**src/rtl/lb_frame_sequencer_if.sv**
```systemverilog
`timescale 1ns/1ps
// Pixel-stream input and window-beat output of the line-buffer front end.
// slave: the sequencer side; master: the pixel source and window consumer.
interface lb_frame_sequencer_if #(
   parameter int WIDTH      = 320,
   parameter int HEIGHT     = 240,
   parameter int DATA_WIDTH = 12
);
   localparam int CW = $clog2(WIDTH);
   localparam int RW = $clog2(HEIGHT);

   logic signed [DATA_WIDTH-1:0] s_data;
   logic                         s_valid;
   logic                         s_ready;
   logic                         s_sof;
   logic                         s_eol;
   logic                         m_valid;
   logic                         m_ready;
   logic [CW-1:0]                m_x;
   logic [RW-1:0]                m_y;
   logic                         m_eol;
   logic                         m_eof;

   modport master (
      output s_data, s_valid, s_sof, s_eol, m_ready,
      input  s_ready, m_valid, m_x, m_y, m_eol, m_eof
   );

   modport slave (
      input  s_data, s_valid, s_sof, s_eol, m_ready,
      output s_ready, m_valid, m_x, m_y, m_eol, m_eof
   );
endinterface

```
**src/rtl/lb_frame_sequencer.sv**
```systemverilog
`timescale 1ns/1ps
// Line-buffer front end: tracks frame position, emits one beat per full 5x5 window one cycle
// after the completing pixel, and stalls the source while a beat waits; framing errors pulse lb_rst_n.
module lb_frame_sequencer #(
   parameter int WIDTH      = 320,
   parameter int HEIGHT     = 240,
   parameter int DATA_WIDTH = 12
) (
   input  logic                         clk,
   input  logic                         rst_n,
   lb_frame_sequencer_if.slave          bus,
   output logic signed [DATA_WIDTH-1:0] lb_data,
   output logic                         lb_valid,
   output logic                         lb_rst_n,
   output logic                         frame_done,
   output logic                         err_sync,
   output logic                         busy
);
   localparam int CW = $clog2(WIDTH);
   localparam int RW = $clog2(HEIGHT);
   localparam logic [CW-1:0] COL_LAST = CW'(WIDTH - 1);
   localparam logic [RW-1:0] ROW_LAST = RW'(HEIGHT - 1);
   localparam logic [CW-1:0] COL_WIN  = CW'(4);
   localparam logic [RW-1:0] ROW_WIN  = RW'(4);

   typedef enum logic [1:0] {IDLE, RUN, RESYNC} state_t;

   state_t        r_state, w_state_nxt;
   logic [CW-1:0] r_col, w_col_nxt;
   logic [RW-1:0] r_row, w_row_nxt;
   logic          r_m_valid;
   logic [CW-1:0] r_m_x;
   logic [RW-1:0] r_m_y;
   logic          r_m_eol;
   logic          r_m_eof;
   logic          r_frame_done;
   logic          r_err_sync;
   logic          r_resync_q;

   logic w_stall, w_s_ready, w_accept, w_take, w_err, w_frame_end, w_win;
   logic w_col_last, w_row_last;

   assign w_stall    = r_m_valid && !bus.m_ready;
   assign w_s_ready  = ((r_state == IDLE) || (r_state == RUN)) && !w_stall;
   assign w_accept   = bus.s_valid && w_s_ready;
   assign w_col_last = (r_col == COL_LAST);
   assign w_row_last = (r_row == ROW_LAST);

   always_comb begin
      w_state_nxt = r_state;
      w_col_nxt   = r_col;
      w_row_nxt   = r_row;
      w_take      = 1'b0;
      w_err       = 1'b0;
      w_frame_end = 1'b0;
      case (r_state)
         IDLE: begin
            // Anything other than a start-of-frame is discarded while hunting.
            if (w_accept && bus.s_sof) begin
               w_take      = 1'b1;
               w_state_nxt = RUN;
               w_col_nxt   = CW'(1);
               w_row_nxt   = '0;
            end
         end
         RUN: begin
            if (w_accept) begin
               if (bus.s_sof || (bus.s_eol != w_col_last)) begin
                  w_err       = 1'b1;
                  w_state_nxt = RESYNC;
                  w_col_nxt   = '0;
                  w_row_nxt   = '0;
               end else begin
                  w_take = 1'b1;
                  if (w_col_last) begin
                     w_col_nxt = '0;
                     if (w_row_last) begin
                        w_row_nxt   = '0;
                        w_frame_end = 1'b1;
                        w_state_nxt = IDLE;
                     end else begin
                        w_row_nxt = r_row + RW'(1);
                     end
                  end else begin
                     w_col_nxt = r_col + CW'(1);
                  end
               end
            end
         end
         RESYNC: begin
            w_state_nxt = IDLE;
            w_col_nxt   = '0;
            w_row_nxt   = '0;
         end
         default: begin
            w_state_nxt = IDLE;
            w_col_nxt   = '0;
            w_row_nxt   = '0;
         end
      endcase
   end

   // A window is complete once at least five rows and five columns have been written.
   assign w_win = w_take && (r_col >= COL_WIN) && (r_row >= ROW_WIN);

   always_ff @(posedge clk or negedge rst_n) begin
      if (!rst_n) begin
         r_state      <= IDLE;
         r_col        <= '0;
         r_row        <= '0;
         r_frame_done <= 1'b0;
         r_err_sync   <= 1'b0;
         r_resync_q   <= 1'b0;
      end else begin
         r_state      <= w_state_nxt;
         r_col        <= w_col_nxt;
         r_row        <= w_row_nxt;
         r_frame_done <= w_frame_end;
         r_err_sync   <= w_err;
         r_resync_q   <= w_err;
      end
   end

   always_ff @(posedge clk or negedge rst_n) begin
      if (!rst_n) begin
         r_m_valid <= 1'b0;
         r_m_x     <= '0;
         r_m_y     <= '0;
         r_m_eol   <= 1'b0;
         r_m_eof   <= 1'b0;
      end else if (w_win) begin
         r_m_valid <= 1'b1;
         r_m_x     <= r_col - CW'(2);
         r_m_y     <= r_row - RW'(2);
         r_m_eol   <= w_col_last;
         r_m_eof   <= w_col_last && w_row_last;
      end else if (w_err || (r_state == RESYNC) || bus.m_ready) begin
         r_m_valid <= 1'b0;
      end
   end

   assign bus.s_ready = w_s_ready;
   assign bus.m_valid = r_m_valid;
   assign bus.m_x     = r_m_x;
   assign bus.m_y     = r_m_y;
   assign bus.m_eol   = r_m_eol;
   assign bus.m_eof   = r_m_eof;

   assign lb_data    = bus.s_data;
   assign lb_valid   = w_take;
   assign lb_rst_n   = rst_n && !r_resync_q;
   assign frame_done = r_frame_done;
   assign err_sync   = r_err_sync;
   assign busy       = (r_state != IDLE);
endmodule
```
**src/flat_wrapper.sv**
```systemverilog
// flat-port wrapper written by rule: the top's interface ports become plain ports
module lb_frame_sequencer_flat 
#(
   parameter int WIDTH      = 320,
   parameter int HEIGHT     = 240,
   parameter int DATA_WIDTH = 12
)
  (clk, rst_n, lb_data, lb_valid, lb_rst_n, frame_done, err_sync, busy, bus_s_data, bus_s_valid, bus_s_sof, bus_s_eol, bus_m_ready, bus_s_ready, bus_m_valid, bus_m_x, bus_m_y, bus_m_eol, bus_m_eof);
  lb_frame_sequencer_if #(.WIDTH(WIDTH), .HEIGHT(HEIGHT), .DATA_WIDTH(DATA_WIDTH)) bus_i ();
  input  logic clk;
  input  logic rst_n;
  output logic signed [DATA_WIDTH-1:0] lb_data;
  output logic lb_valid;
  output logic lb_rst_n;
  output logic frame_done;
  output logic err_sync;
  output logic busy;
  input wire logic [$bits(bus_i.s_data)-1:0] bus_s_data;
  input wire logic [$bits(bus_i.s_valid)-1:0] bus_s_valid;
  input wire logic [$bits(bus_i.s_sof)-1:0] bus_s_sof;
  input wire logic [$bits(bus_i.s_eol)-1:0] bus_s_eol;
  input wire logic [$bits(bus_i.m_ready)-1:0] bus_m_ready;
  output wire logic [$bits(bus_i.s_ready)-1:0] bus_s_ready;
  output wire logic [$bits(bus_i.m_valid)-1:0] bus_m_valid;
  output wire logic [$bits(bus_i.m_x)-1:0] bus_m_x;
  output wire logic [$bits(bus_i.m_y)-1:0] bus_m_y;
  output wire logic [$bits(bus_i.m_eol)-1:0] bus_m_eol;
  output wire logic [$bits(bus_i.m_eof)-1:0] bus_m_eof;
  assign bus_i.s_data = bus_s_data;
  assign bus_i.s_valid = bus_s_valid;
  assign bus_i.s_sof = bus_s_sof;
  assign bus_i.s_eol = bus_s_eol;
  assign bus_i.m_ready = bus_m_ready;
  assign bus_s_ready = bus_i.s_ready;
  assign bus_m_valid = bus_i.m_valid;
  assign bus_m_x = bus_i.m_x;
  assign bus_m_y = bus_i.m_y;
  assign bus_m_eol = bus_i.m_eol;
  assign bus_m_eof = bus_i.m_eof;
  lb_frame_sequencer #(.WIDTH(WIDTH), .HEIGHT(HEIGHT), .DATA_WIDTH(DATA_WIDTH)) u_core (.clk(clk), .rst_n(rst_n), .bus(bus_i), .lb_data(lb_data), .lb_valid(lb_valid), .lb_rst_n(lb_rst_n), .frame_done(frame_done), .err_sync(err_sync), .busy(busy));
endmodule
```
**config.mk**
```make
export PLATFORM = sky130hd
export DESIGN_NAME = lb_frame_sequencer_flat
export DESIGN_NICKNAME = d
export VERILOG_FILES = /design/src/rtl/lb_frame_sequencer_if.sv /design/src/rtl/lb_frame_sequencer.sv /design/src/flat_wrapper.sv
export SDC_FILE = /design/constraint.sdc
export NUM_CORES = 1
export LEC_CHECK = 0
export ABC_CLOCK_PERIOD_IN_PS = 2800
export CAP_MARGIN = 15
export CELL_PAD_IN_SITES_DETAIL_PLACEMENT = 1
export CELL_PAD_IN_SITES_GLOBAL_PLACEMENT = 1
export CORE_MARGIN = 8
export CORE_UTILIZATION = 37
export DETAILED_ROUTE_END_ITERATION = 7
export HOLD_SLACK_MARGIN = 0.06
export PLACE_DENSITY = 0.84
export SETUP_SLACK_MARGIN = 0.05
export SYNTH_ARGS = -nofsm -noshare
export SYNTH_HDL_FRONTEND = slang
export SYNTH_SLANG_ARGS = --single-unit
```
**constraint.sdc**
```tcl
create_clock -name clk -period 2.8 [get_ports clk]
set_input_delay 0.84 -clock clk [delete_from_list [all_inputs] [get_ports clk]]
set_output_delay 0.84 -clock clk [all_outputs]
set_load 0.05 [all_outputs]
```
# Word-level counts from Yosys, hierarchy flattened

Index checks and enable logic that the tools add are counted.

Input bits: 18
Logic and storage cells: 77
Register bits: 41
Output and inout port bits: 38

$lt $le $gt $ge: 2
Reductions and logical operators: 21
Multiplexer cells: 31
Eq/ne operators: 9
Add/sub/neg operators: 4

Operators by type and width:

| kind                                                                                 | count |
|---|---|
| 8-bit two-way mux                                                                    | 5 |
| 9-bit two-way mux                                                                    | 4 |
| 9-bit case mux with 2 select lines                                                   | 1 |
| 8-bit case mux with 2 select lines                                                   | 1 |
| 1-bit two-way mux                                                                    | 13 |
| 2-bit two-way mux                                                                    | 5 |
| 9-bit by 1-bit adder with 9-bit output (second input constant)                       | 1 |
| 9-bit == test (second input constant)                                                | 1 |
| 9-bit by 3-bit greater-or-equal comparator with 1-bit output (second input constant) | 1 |
| 9-bit by 2-bit subtractor with 9-bit output (second input constant)                  | 1 |
| 8-bit by 1-bit adder with 8-bit output (second input constant)                       | 1 |
| 8-bit == test (second input constant)                                                | 1 |
| 8-bit by 3-bit greater-or-equal comparator with 1-bit output (second input constant) | 1 |
| 1-bit logical AND                                                                    | 8 |
| 8-bit by 2-bit subtractor with 8-bit output (second input constant)                  | 1 |
| 3-bit by 2-bit inequality test with 1-bit output (second input constant)             | 2 |
| 1-bit logical OR                                                                     | 4 |
| 2-bit case mux with 2 select lines                                                   | 1 |
| 4-bit AND reduction                                                                  | 1 |
| 2-bit nonzero test                                                                   | 2 |
| 1-bit logical NOT                                                                    | 3 |
| 3-bit AND reduction                                                                  | 1 |
| 2-bit by 1-bit == test with 1-bit output (second input constant)                     | 1 |
| 2-bit == test (second input constant)                                                | 1 |
| other kinds (6)                                                                      | 6 |

# Logic depth before layout (Yosys ltp)

Gate-level depths: netlist of the first run.

Depth after elaboration: 11
Mapped depth: 8
Depth with buffers taken out: 6

# Worst setup path after synthesis of the first run

Ideal clock, no wire load.

Path kind: input to output
Start point: in bus_s_eol
End point: out lb_valid
Stages on the path: 4
Path buffers: 0
Required time: 1.960 ns
Slack: -0.242 ns
Data arrival time: 2.202 ns
Cells stage by stage: or4b_4 -> a31oi_4 -> or2_2 -> o21a_1

Word-level cells in the longest chain between the ends: 5

Ends and longest elaborated chain:

| item                               | RTL line                 | RTL |
|---|---|---|
| start, declared                    | flat_wrapper.sv:21       | `input wire logic [$bits(bus_i.s_eol)-1:0] bus_s_eol;` |
| 1-bit inequality test              | lb_frame_sequencer.sv:68 | `if (bus.s_sof \|\| (bus.s_eol != w_col_last)) begin` |
| 1-bit logical OR                   | lb_frame_sequencer.sv:68 |  |
| 1-bit two-way mux                  | lb_frame_sequencer.sv:68 |  |
| 1-bit two-way mux                  | lb_frame_sequencer.sv:67 | `if (w_accept) begin` |
| 1-bit case mux with 2 select lines | lb_frame_sequencer.sv:56 | `case (r_state)` |
| end, declared                      | flat_wrapper.sv:13       | `output logic lb_valid;` |

Every way passes these cells.

# Final worst setup path of the first run

Same ends and word-level chain as after synthesis.

==> results of run 1 <==
-- synthesized netlist by cell type, types with 2 or more instances --
master / n / area [µm²]
sky130_fd_sc_hd__dfrtp_1: 41 / 1030
sky130_fd_sc_hd__nand2_1: 33 / 124
sky130_fd_sc_hd__o21ai_1: 20 / 100
sky130_fd_sc_hd__nor2_1: 16 / 60.1
sky130_fd_sc_hd__buf_4: 12 / 90.1
sky130_fd_sc_hd__nand3_1: 10 / 50.1
sky130_fd_sc_hd__inv_1: 9 / 33.8
sky130_fd_sc_hd__nor3_1: 9 / 45.0
sky130_fd_sc_hd__xor2_1: 9 / 78.8
sky130_fd_sc_hd__clkbuf_1: 8 / 30.0
sky130_fd_sc_hd__ha_1: 8 / 100
sky130_fd_sc_hd__xnor2_1: 8 / 70.1
sky130_fd_sc_hd__a31oi_1: 6 / 37.5
sky130_fd_sc_hd__o21ai_0: 6 / 30.0
sky130_fd_sc_hd__nand4_1: 4 / 25.0
sky130_fd_sc_hd__nor2b_1: 4 / 25.0
sky130_fd_sc_hd__a21oi_1: 3 / 15.0
sky130_fd_sc_hd__a22oi_1: 3 / 22.5
sky130_fd_sc_hd__buf_6: 3 / 33.8
sky130_fd_sc_hd__nor4_1: 3 / 18.8
sky130_fd_sc_hd__or2_2: 3 / 18.8
sky130_fd_sc_hd__a21o_1: 2 / 15.0
sky130_fd_sc_hd__and2_1: 2 / 12.5
sky130_fd_sc_hd__and3_1: 2 / 12.5
sky130_fd_sc_hd__buf_2: 2 / 10.0
sky130_fd_sc_hd__nand2b_1: 2 / 12.5
sky130_fd_sc_hd__nand3b_1: 2 / 15.0
sky130_fd_sc_hd__nor3b_1: 2 / 15.0
sky130_fd_sc_hd__o21a_1: 2 / 15.0
sky130_fd_sc_hd__or3_1: 2 / 12.5
-- cell families after synthesis --
logic type | after synthesis | share of synthesized area, %
AOI/OAI and AO/OA | 50 | 13.5
xor gates and xnor gates | 17 | 6.39
muxes | 1 | 0.644
adders and majority gates | 8 | 4.29
DFF | 41 | 44.0
buffers and inverters | 34 | 8.48
and+or+nand+nor | 102 | 22.7
-- sequential cells by signal (all words and copies together) (netlist names) --
register            flops
u_core.bus.m_eol        1
u_core.r_state          2
u_core.r_col            9
u_core.bus.m_x          9
u_core.bus.m_valid      1
u_core.bus.m_y          8
u_core.frame_done       1
u_core.err_sync         1
u_core.r_row            8
u_core.bus.m_eof        1
-- tightest hold or removal path: cells and delay by family (launching register included) --
family / cells / cell delay (ns)
flip-flops: 1 / 0.34
AO/OA/AOI/OAI: 1 / 0.06
AND/OR/NAND/NOR: 1 / 0.05
-- stage by stage --
step           setup TNS (ns)  power, mW  util (%)  cell area, µm²
2_1_floorplan         -0.0292      0.974         -            2340
3_3_place_gp           -0.405       1.13      45.0            2790
3_5_place_dp            -1.17       1.15      45.0            2790
4_1_cts                -0.103       1.60      46.9            2910
5_1_grt                -0.122       1.67      47.2            2930
6_report              -0.0958       1.58      47.2            2930
-- layout by cell type, fill, tap and decap left out, types with 5 or more instances in the layout --
cell / netlist / routed
sky130_fd_sc_hd__dfrtp_1: 41 / 39
sky130_fd_sc_hd__nand2_1: 33 / 33
sky130_fd_sc_hd__clkdlybuf4s50_1: 0 / 25
sky130_fd_sc_hd__o21ai_1: 20 / 20
sky130_fd_sc_hd__buf_4: 12 / 20
sky130_fd_sc_hd__nor2_1: 16 / 16
sky130_fd_sc_hd__nand3_1: 10 / 10
sky130_fd_sc_hd__inv_1: 9 / 9
sky130_fd_sc_hd__xor2_1: 9 / 9
sky130_fd_sc_hd__nor3_1: 9 / 9
sky130_fd_sc_hd__xnor2_1: 8 / 8
sky130_fd_sc_hd__ha_1: 8 / 8
sky130_fd_sc_hd__clkbuf_8: 0 / 7
sky130_fd_sc_hd__a31oi_1: 6 / 6
sky130_fd_sc_hd__o21ai_0: 6 / 6
sky130_fd_sc_hd__buf_12: 0 / 5
-- power groups by stage --
stage               clock, mW  sequential, mW  combinational, mW
floorplan                   0           0.675              0.299
global placement            0           0.680              0.451
detailed placement          0           0.682              0.468
CTS                     0.445           0.672              0.479
global route            0.466           0.682              0.519
finish                  0.433           0.675              0.475
-- what timing repair did --
action                     in CTS  in global routing
setup buffers                   2                  1
setup endpoints to repair       1                  1
pin swaps                       3                  3
gates resized for setup        10                  3
-- worst paths after layout --
kind	slack (ns)	startpoint	endpoint
setup / recovery	-0.1	bus_s_eol	lb_valid
hold / removal	0.48	u_core.bus.m_x[7]	u_core.bus.m_x[7]
setup reg to reg	0.48	u_core.r_col[1]	u_core.bus.m_valid
hold reg to reg	0.48	u_core.bus.m_x[7]	u_core.bus.m_x[7]
max in group asynchronous	1.73	rst_n	u_core.r_col[0]
min in group asynchronous	0.67	rst_n	u_core.r_row[5]
-- cell type report --
| type | count | share of cell area [%] |
|---|---|---|
| Multi-Input combinational cell | 178 | 39.0 |
| Clock inverter | 1 | 0.171 |
| Inverter | 9 | 1.15 |
| Tap cell | 77 | 3.29 |
| Sequential cell | 41 | 35.1 |
| Timing Repair Buffer | 53 | 18.0 |
| Clock buffer | 7 | 3.29 |
-- metal layers --
layer  share of wire (%)  vias to the layer above
met3                 6.3                       10
li1                    -                      932
met1                  45                      937
met4                 1.5                        0
met5                   0                        -
met2                  47                       56
==> results.sh, run 1 <==
export IMPL_ys_warn_count=0
export IMPL_clk_pin_slew_ns=0.07
export IMPL_start_util_pct=37.6
export IMPL_hold_path_class="reg -> reg"
export IMPL_design_core_area_um2=6200
export IMPL_gr_total_overflow=0
export IMPL_max_stage_delay_ns=0.55
export IMPL_ys_dominant_reg_cell="sky130_fd_sc_hd__dfrtp_1"
export IMPL_critical_path_at_ns=2.06
export IMPL_cp_end_kind="primary output"
export IMPL_number_of_global_route_vias_before_repair=2064
export IMPL_route_antenna_remaining_nets=0
export IMPL_slowest_stage="sky130_fd_sc_hd__or4b_4"
export IMPL_async_flop_share_pct=100
export IMPL_setup_repair_after_global_routing_missed_its_margin="true"
export IMPL_netlist_instances=253
export IMPL_finalWorstSetupSlack_ns=-0.0958
export IMPL_setup_violations=1
export IMPL_clkLatencyLatePin_ns=0.30
export IMPL_gr_max_usage_layer="met2"
export IMPL_maximum_number_of_pins_on_one_net_before_global_route_repair=42
export IMPL_violations="negative setup slack"
export IMPL_clock_tree_buffer_depth=2
export IMPL_power_ir_vdd_worst_mv=0.373
export IMPL_detail_route_wirelength_um=6270
export IMPL_finalCriticalPeriod_ns=2.90
export IMPL_timing_final_crit_share_pct=103
export IMPL_power_share_switching_pct=33.8
export IMPL_intPower_mw=1.05
export IMPL_place_congestion=0.837
export IMPL_fin_nets=314
export IMPL_worst_slew_pin_transition_ns=0.545
export IMPL_timing_final_hold_violations=0
export IMPL_met2_usage_pct=24.6
export IMPL_layoutNonFillerInstCount=366
export IMPL_die_area_um2=9100
export IMPL_seq_total_area_yosys_pct=44.0
export IMPL_timing_max_cap_violations=0
export IMPL_worstPathCellList="buf_6 -> or4b_4 -> a31oi_4 -> or2_4 -> o21a_4 -> buf_12"
export IMPL_areaGrowthSynthToFinish_pct=25.8
export IMPL_place_detailed_hpwl_um=4720
export IMPL_cts_hold_fix_buffers=0
export IMPL_post_drt_wl_per_cell_um=17.1
export IMPL_pre_cts_ws_ns=-0.460
export IMPL_static_leakage_power_nw=1.34
export IMPL_drt_drc_violations_left=0
export IMPL_r2r_cells=8
export IMPL_grt_usage_pct=14.5
export IMPL_critical_path_depth=6
export IMPL_critPathLaunchType="primary input"
export IMPL_synthesis_nets=279
export IMPL_number_of_synthesized_flops_with_an_enable_pin=0
export IMPL_vias=1935
export IMPL_crit_path_max_fanout=2
export IMPL_slew_limit_headroom_pct=63.7
export IMPL_synth_area_per_cell_um2=9.21
export IMPL_clockRootBuffer="sky130_fd_sc_hd__clkbuf_8"
export IMPL_clkPwrFrac_pct=27.4
export IMPL_detailedRoute_firstIterationViolations=69
export IMPL_seq_area_um2=1030
export IMPL_worstPathBufferInverterCount=2
export IMPL_p_seq_share_pct=42.6
export IMPL_outcome="complete, but fails checks"
export IMPL_h_tree_depth=2
export IMPL_antenna_found_initial=0
export IMPL_synth_seq_cells=41
export IMPL_cellPowerDensity_nw_per_um2=540
export IMPL_holdPathStages=2
export IMPL_top_level_port_count=56
export IMPL_die_h_um=95.4
export IMPL_place_port_buffers=31
export IMPL_share_of_layout_cells_above_drive_strength_1_pct=17.6
export IMPL_diodes=0
export IMPL_inserted_clock_buffers=5
export IMPL_place_detailed_instances=355
export IMPL_crit_type="in -> out"
export IMPL_met3_capacity_usage_during_global_routing_pct=3.39
export IMPL_worst_ep_required_ns=1.96
export IMPL_report_final_slew_viol_count=0
export IMPL_detail_route_first_pass_iterations=4
export IMPL_power_switching_mw=0.535
export IMPL_clock_sinks=41
export IMPL_post_synth_instance_area_um2=2330
export IMPL_row_count=29
export IMPL_crit_family="simple AND/OR/NAND/NOR gates"
export IMPL_dieWidth_um=95.4
export IMPL_final_hold_worst_slack_ns=0.485
export IMPL_clock_skew_final_ns=0.00897
export IMPL_vias_per_cell=5.29
export IMPL_p_comb_share_pct=30.0
export IMPL_synth_distinct_cells=47
export IMPL_cts_tree="yes"
export IMPL_groute_layer_met1_usage_pct=17.4
export IMPL_max_clock_freq_mhz=345
export IMPL_fillerInstances=708
export IMPL_multiInputGateArea_um2=1140
export IMPL_global_route_wire_length_before_repair_um=10400
No activity file was read; power rests on OpenSTA's default activity.
==> inputs of run 2 (changes only) <==
--- a/config.mk
+++ b/config.mk
@@ -5,12 +5,12 @@
 export SDC_FILE = /design/constraint.sdc
 export NUM_CORES = 1
 export LEC_CHECK = 0
-export ABC_CLOCK_PERIOD_IN_PS = 2800
 export CAP_MARGIN = 15
 export CELL_PAD_IN_SITES_DETAIL_PLACEMENT = 1
 export CELL_PAD_IN_SITES_GLOBAL_PLACEMENT = 1
 export CORE_MARGIN = 8
 export CORE_UTILIZATION = 37
+export CTS_BUF_LIST = sky130_fd_sc_hd__clkbuf_16
 export DETAILED_ROUTE_END_ITERATION = 7
 export HOLD_SLACK_MARGIN = 0.06
 export PLACE_DENSITY = 0.84
==> run 2 against run 1 <==
- the run still ends with negative setup slack left
- clock skew fell by 0.0022 ns
- total power rose by 7.4%
- global-route usage rose by 0.20 points
- via count rose by 0.78%
- critical path type unchanged
- largest power group unchanged
==> results.sh, run 2 (same netlist as run 1, synthesis figures left out) <==
export IMPL_fillerInstances=705
export IMPL_crit_path_max_fanout=2
export IMPL_total_power_mw=1.70
export IMPL_clockRootBuffer="sky130_fd_sc_hd__clkbuf_16"
export IMPL_areaGrowthSynthToFinish_pct=27.3
export IMPL_finalCriticalPeriod_ns=2.90
export IMPL_crit_type="in -> out"
export IMPL_diodes=0
export IMPL_clock_skew_final_ns=0.00680
export IMPL_post_drt_wl_per_cell_um=17.3
export IMPL_hold_path_class="reg -> reg"
export IMPL_critical_path_reg2reg_startpoint="u_core.r_col[0]"
export IMPL_number_of_global_route_vias_before_repair=2077
export IMPL_pre_cts_ws_ns=-0.460
export IMPL_maximum_number_of_pins_on_one_net_before_global_route_repair=42
export IMPL_drt_drc_violations_left=0
export IMPL_vias=1950
export IMPL_vias_per_cell=5.33
export IMPL_clock_tree_buffer_depth=2
export IMPL_slew_limit_headroom_pct=63.9
export IMPL_timing_max_cap_violations=0
export IMPL_violations="negative setup slack"
export IMPL_setup_violations=1
export IMPL_clkLatencyLatePin_ns=0.28
export IMPL_cp_end_kind="primary output"
export IMPL_report_final_slew_viol_count=0
export IMPL_critPathLaunchType="primary input"
export IMPL_p_seq_share_pct=39.6
export IMPL_layoutNonFillerInstCount=366
export IMPL_detailedRoute_firstIterationViolations=91
export IMPL_row_count=29
export IMPL_worst_slew_pin_transition_ns=0.541
export IMPL_max_clock_freq_mhz=345
export IMPL_share_of_layout_cells_above_drive_strength_1_pct=16.6
export IMPL_cellPowerDensity_nw_per_um2=573
export IMPL_placed_cell_area_um2=2790
export IMPL_setup_tns_final_ns=-0.0978
export IMPL_worstSetupStartpoint="bus_s_eol"
export IMPL_design_core_area_um2=6200
export IMPL_grt_usage_pct=14.7
export IMPL_route_antenna_remaining_nets=0
export IMPL_cts_tree="yes"
export IMPL_start_util_pct=37.6
export IMPL_power_ir_vdd_worst_mv=0.374
export IMPL_top_level_port_count=56
export IMPL_hold_path_startpoint="u_core.bus.m_x[3]"
export IMPL_final_hold_worst_slack_ns=0.483
export IMPL_outcome="complete, but fails checks"
export IMPL_finalWorstSetupSlack_ns=-0.0978
export IMPL_detail_route_first_pass_iterations=4
export IMPL_detail_route_wirelength_um=6310
export IMPL_clkPwrFrac_pct=32.5
export IMPL_critical_path_at_ns=2.06
export IMPL_layout_core_utilization_pct=47.8
export IMPL_power_switching_mw=0.552
export IMPL_place_detailed_instances=355
export IMPL_worst_ep_required_ns=1.96
export IMPL_setup_repair_after_global_routing_missed_its_margin="true"
export IMPL_power_share_switching_pct=32.5
export IMPL_clock_sinks=41
export IMPL_place_port_buffers=31
export IMPL_timing_final_crit_share_pct=103
export IMPL_gr_total_overflow=0
export IMPL_fin_nets=314
export IMPL_die_h_um=95.4
export IMPL_antenna_found_initial=0
export IMPL_post_route_cell_area_um2=2970
export IMPL_static_leakage_power_nw=1.36
export IMPL_h_tree_depth=2
export IMPL_final_common_cell="sky130_fd_sc_hd__dfrtp_1"
export IMPL_p_comb_share_pct=27.9
export IMPL_place_detailed_hpwl_um=4720
export IMPL_dieWidth_um=95.4
export IMPL_inserted_clock_buffers=5
export IMPL_clk_pin_slew_ns=0.05
export IMPL_die_area_um2=9100
export IMPL_timing_final_hold_violations=0
export IMPL_intPower_mw=1.15
export IMPL_place_congestion=0.837
export IMPL_global_route_wire_length_before_repair_um=10500
export IMPL_top_library_cells_by_usage_in_the_layout_fill_and_taps_aside="sky130_fd_sc_hd__dfrtp_1 (40), sky130_fd_sc_hd__nand2_1 (33), sky130_fd_sc_hd__clkdlybuf4s50_1 (25)"
[run 2: changes by cell type in the layout (fill, tap and decap cells not counted), sizes merged]
cell / change
clkbuf: -2
clkinv: +2
[run 2: routing by layer]
layer | wire length, µm | part of all wire [%] | GRT usage, %
met5 | 0 | 0 | 0
met4 | 89 | 1.4 | 6.53
met3 | 337 | 5.3 | 3.15
met2 | 3070 | 49 | 25.1
met1 | 2820 | 45 | 17.3
[run 2: timing repair]
item	in CTS	in global routing
pin swaps	3	3
resized for setup	10	2
hold endpoints to repair	0	0
hold buffers	0	0
buffers inserted	2	1
setup endpoints to repair	1	1
[run 2: power groups by stage]
| stage | clock, mW | combinational [mW] | sequential, mW |
|---|---|---|---|
| final | 0.553 | 0.474 | 0.674 |
| after CTS | 0.563 | 0.477 | 0.673 |
| after floorplan | 0 | 0.299 | 0.675 |
| after detailed placement | 0 | 0.468 | 0.682 |
| after global placement | 0 | 0.451 | 0.680 |
| after global routing | 0.583 | 0.516 | 0.680 |
[run 2: final timing paths]
path,end,slack [ns],cells past startpoint
worst max-delay path,lb_valid,-0.1,6
worst min-delay path,u_core.bus.m_x[3],0.48,2
worst max register to register,u_core.bus.m_valid,0.47,8
worst min register to register,u_core.bus.m_x[3],0.48,2
max in group asynchronous,u_core.r_col[1],1.71,2
min in group asynchronous,u_core.bus.m_y[6],0.69,2
[run 2: cell type report]
| class | count | area, µm² | area share [%] |
|---|---|---|---|
| clock inverter | 3 | 12.5 | 0.422 |
| inverter | 9 | 33.8 | 1.14 |
| tap | 77 | 96.3 | 3.25 |
| sequential | 41 | 1030 | 34.6 |
| timing repair buffer | 53 | 528 | 17.8 |
| clock buffer | 5 | 125 | 4.22 |
| multi-input combinational | 178 | 1140 | 38.5 |
[run 2: critical path, cell delays in order]
cell,delay [ns]
sky130_fd_sc_hd__buf_6,0.09
sky130_fd_sc_hd__or4b_4,0.55
sky130_fd_sc_hd__a31oi_4,0.17
sky130_fd_sc_hd__or2_4,0.15
sky130_fd_sc_hd__o21a_4,0.12
sky130_fd_sc_hd__buf_12,0.13
==> inputs of run 3 (changes only) <==
--- a/config.mk
+++ b/config.mk
@@ -5,15 +5,15 @@
 export SDC_FILE = /design/constraint.sdc
 export NUM_CORES = 1
 export LEC_CHECK = 0
-export CAP_MARGIN = 15
 export CELL_PAD_IN_SITES_DETAIL_PLACEMENT = 1
 export CELL_PAD_IN_SITES_GLOBAL_PLACEMENT = 1
 export CORE_MARGIN = 8
 export CORE_UTILIZATION = 37
 export CTS_BUF_LIST = sky130_fd_sc_hd__clkbuf_16
 export DETAILED_ROUTE_END_ITERATION = 7
+export GPL_TIMING_DRIVEN = 0
 export HOLD_SLACK_MARGIN = 0.06
-export PLACE_DENSITY = 0.84
+export PLACE_DENSITY_LB_ADDON = 0.1
 export SETUP_SLACK_MARGIN = 0.05
 export SYNTH_ARGS = -nofsm -noshare
 export SYNTH_HDL_FRONTEND = slang
==> run 3 against run 2 <==
- the run still ends with negative setup slack left
- register-to-register slack improved by 0.07 ns
- cell count rose by 6.6%
- first-iteration DRC count fell by 19%
- total power rose by 5.5%
- combinational power fell by 1%
- largest cell class unchanged
==> results.sh, run 3 (same netlist as run 1, synthesis figures left out) <==
export IMPL_timing_final_hold_violations=0
export IMPL_timing_max_cap_violations=0
export IMPL_h_tree_depth=2
export IMPL_clkPwrFrac_pct=36.7
export IMPL_hold_path_class="in -> async"
export IMPL_clk_pin_slew_ns=0.06
export IMPL_static_leakage_power_nw=1.44
export IMPL_slew_limit_headroom_pct=62.4
export IMPL_grt_usage_pct=14.8
export IMPL_setup_tns_final_ns=-0.118
export IMPL_gr_total_overflow=0
export IMPL_clock_skew_final_ns=0.00336
export IMPL_setup_repair_after_global_routing_missed_its_margin="true"
export IMPL_total_power_mw=1.79
export IMPL_finalCriticalPeriod_ns=2.92
export IMPL_cts_hold_fix_buffers=0
export IMPL_row_count=29
export IMPL_diodes=0
export IMPL_final_hold_worst_slack_ns=0.454
export IMPL_cts_tree="yes"
export IMPL_fin_nets=338
export IMPL_violations="negative setup slack"
export IMPL_place_detailed_hpwl_um=4650
export IMPL_final_common_cell="sky130_fd_sc_hd__dfrtp_1"
export IMPL_outcome="complete, but fails checks"
export IMPL_clock_sinks=41
export IMPL_pre_cts_ws_ns=-1.34
export IMPL_cp_end_kind="primary output"
export IMPL_detail_route_first_pass_iterations=4
export IMPL_power_ir_vdd_worst_mv=0.396
export IMPL_timing_final_crit_share_pct=104
export IMPL_antenna_found_initial=0
export IMPL_max_stage_delay_ns=0.54
export IMPL_finalWorstSetupSlack_ns=-0.118
export IMPL_power_share_switching_pct=32.6
export IMPL_critical_path_at_ns=2.08
export IMPL_p_comb_share_pct=26.0
export IMPL_route_antenna_remaining_nets=0
export IMPL_inserted_clock_buffers=5
export IMPL_dieWidth_um=95.4
export IMPL_vias_per_cell=5.09
export IMPL_setup_violations=1
export IMPL_clkLatencyLatePin_ns=0.29
export IMPL_critPathLaunchType="primary input"
export IMPL_worst_ep_required_ns=1.96
export IMPL_crit_path_max_fanout=3
export IMPL_clock_tree_buffer_depth=2
export IMPL_design_core_area_um2=6200
export IMPL_p_seq_share_pct=37.3
export IMPL_share_of_layout_cells_above_drive_strength_1_pct=16.6
export IMPL_place_congestion=0.788
export IMPL_areaGrowthSynthToFinish_pct=34.9
export IMPL_maximum_number_of_pins_on_one_net_before_global_route_repair=27
export IMPL_power_switching_mw=0.585
export IMPL_start_util_pct=37.6
export IMPL_die_area_um2=9100
export IMPL_intPower_mw=1.21
export IMPL_slowest_stage="sky130_fd_sc_hd__or4b_4"
export IMPL_worst_slew_pin_transition_ns=0.560
export IMPL_number_of_global_route_vias_before_repair=2178
export IMPL_fillerInstances=716
export IMPL_place_port_buffers=43
export IMPL_max_clock_freq_mhz=343
export IMPL_die_h_um=95.4
export IMPL_global_route_wire_length_before_repair_um=10600
export IMPL_crit_type="in -> out"
export IMPL_top_library_cells_by_usage_in_the_layout_fill_and_taps_aside="sky130_fd_sc_hd__dfrtp_1 (41), sky130_fd_sc_hd__clkdlybuf4s50_1 (36), sky130_fd_sc_hd__nand2_1 (33)"
export IMPL_cp_common_cell="sky130_fd_sc_hd__buf_8"
export IMPL_post_drt_wl_per_cell_um=16.6
export IMPL_report_final_slew_viol_count=0
export IMPL_clockRootBuffer="sky130_fd_sc_hd__clkbuf_16"
export IMPL_top_level_port_count=56
export IMPL_worstPathCellList="buf_8 -> or4b_4 -> a31oi_4 -> or2_4 -> o21a_4 -> buf_8"
export IMPL_detailedRoute_firstIterationViolations=74
export IMPL_detail_route_wirelength_um=6470
export IMPL_cellPowerDensity_nw_per_um2=570
export IMPL_vias=1987
export IMPL_drt_drc_violations_left=0
==> run 3: cell types whose count changed in the layout (fill, tap and decap cells not counted), sizes merged <==
cell and delta:
clkinvlp +1, clkdlybuf4s50 +11, clkbuf +9, bufinv +1
buf +1, clkinv -2, dlygate4sd2 +1, clkdlybuf4s15 +2
==> run 3: area by class of cell <==
| class | instances | area [µm²] | share of cell area (%) |
|---|---|---|---|
| plain buffers | 25 | 164 | 5.21 |
| clock buffers | 5 | 125 | 3.98 |
| clock inverters | 3 | 41.3 | 1.31 |
| inverters | 9 | 33.8 | 1.07 |
| multi-input cells | 178 | 1130 | 36.1 |
| flip-flops and latches | 41 | 1030 | 32.6 |
| well taps | 77 | 96.3 | 3.06 |
| repair buffers | 52 | 524 | 16.7 |
==> run 3: per-layer routing <==
metal  GRT usage [%]  routed length [µm]  vias up
met3            3.86                 388        8
met1            17.9                2920      950
met5               0                   0        -
met2            24.9                3050       52
li1                -                   -      977
met4            5.51                 106        0
==> run 3: power by group through the flow <==
stage | Combinational, mW | Sequential [mW] | Clock [mW]
2_1_floorplan | 0.299 | 0.675 | 0
3_3_place_gp | 0.439 | 0.677 | 0
3_5_place_dp | 0.446 | 0.679 | 0
4_1_cts | 0.466 | 0.669 | 0.672
5_1_grt | 0.509 | 0.673 | 0.688
6_report | 0.467 | 0.669 | 0.658
==> run 3: timing repair <==
action | in CTS | in global routing
gates cloned | 0 | 0
setup buffers | 5 | 3
setup endpoints to repair | 4 | 2
pin swaps | 3 | 4
resized for setup | 30 | 2
==> run 3: path summary, 6_finish.rpt <==
check	start	endpoint	slack [ns]	depth (start not counted)
min in group clk	u_core.bus.m_x[1]	u_core.bus.m_x[1]	0.49	2
max	bus_s_eol	lb_valid	-0.12	6
max reg2reg	u_core.r_col[1]	u_core.bus.m_eol	0.54	7
max in group asynchronous	rst_n	u_core.r_row[5]	1.92	2
min reg2reg	u_core.bus.m_x[1]	u_core.bus.m_x[1]	0.49	2
min	rst_n	u_core.bus.m_x[1]	0.45	1
==> run 3: stage by stage <==
stage	cells	util, %	instance area, µm²
5_1_grt	390	50.7	3150
2_1_floorplan	253	-	2340
6_report	390	50.7	3150
3_3_place_gp	373	46.2	2870
4_1_cts	387	50.2	3120
3_5_place_dp	374	46.5	2880
==> run 3: critical path: cells and delay by family <==
kind                   cells  cell delay (ns)
buffers and inverters      2             0.24
AO/OA/AOI/OAI              2             0.30
AND/OR/NAND/NOR            2             0.69
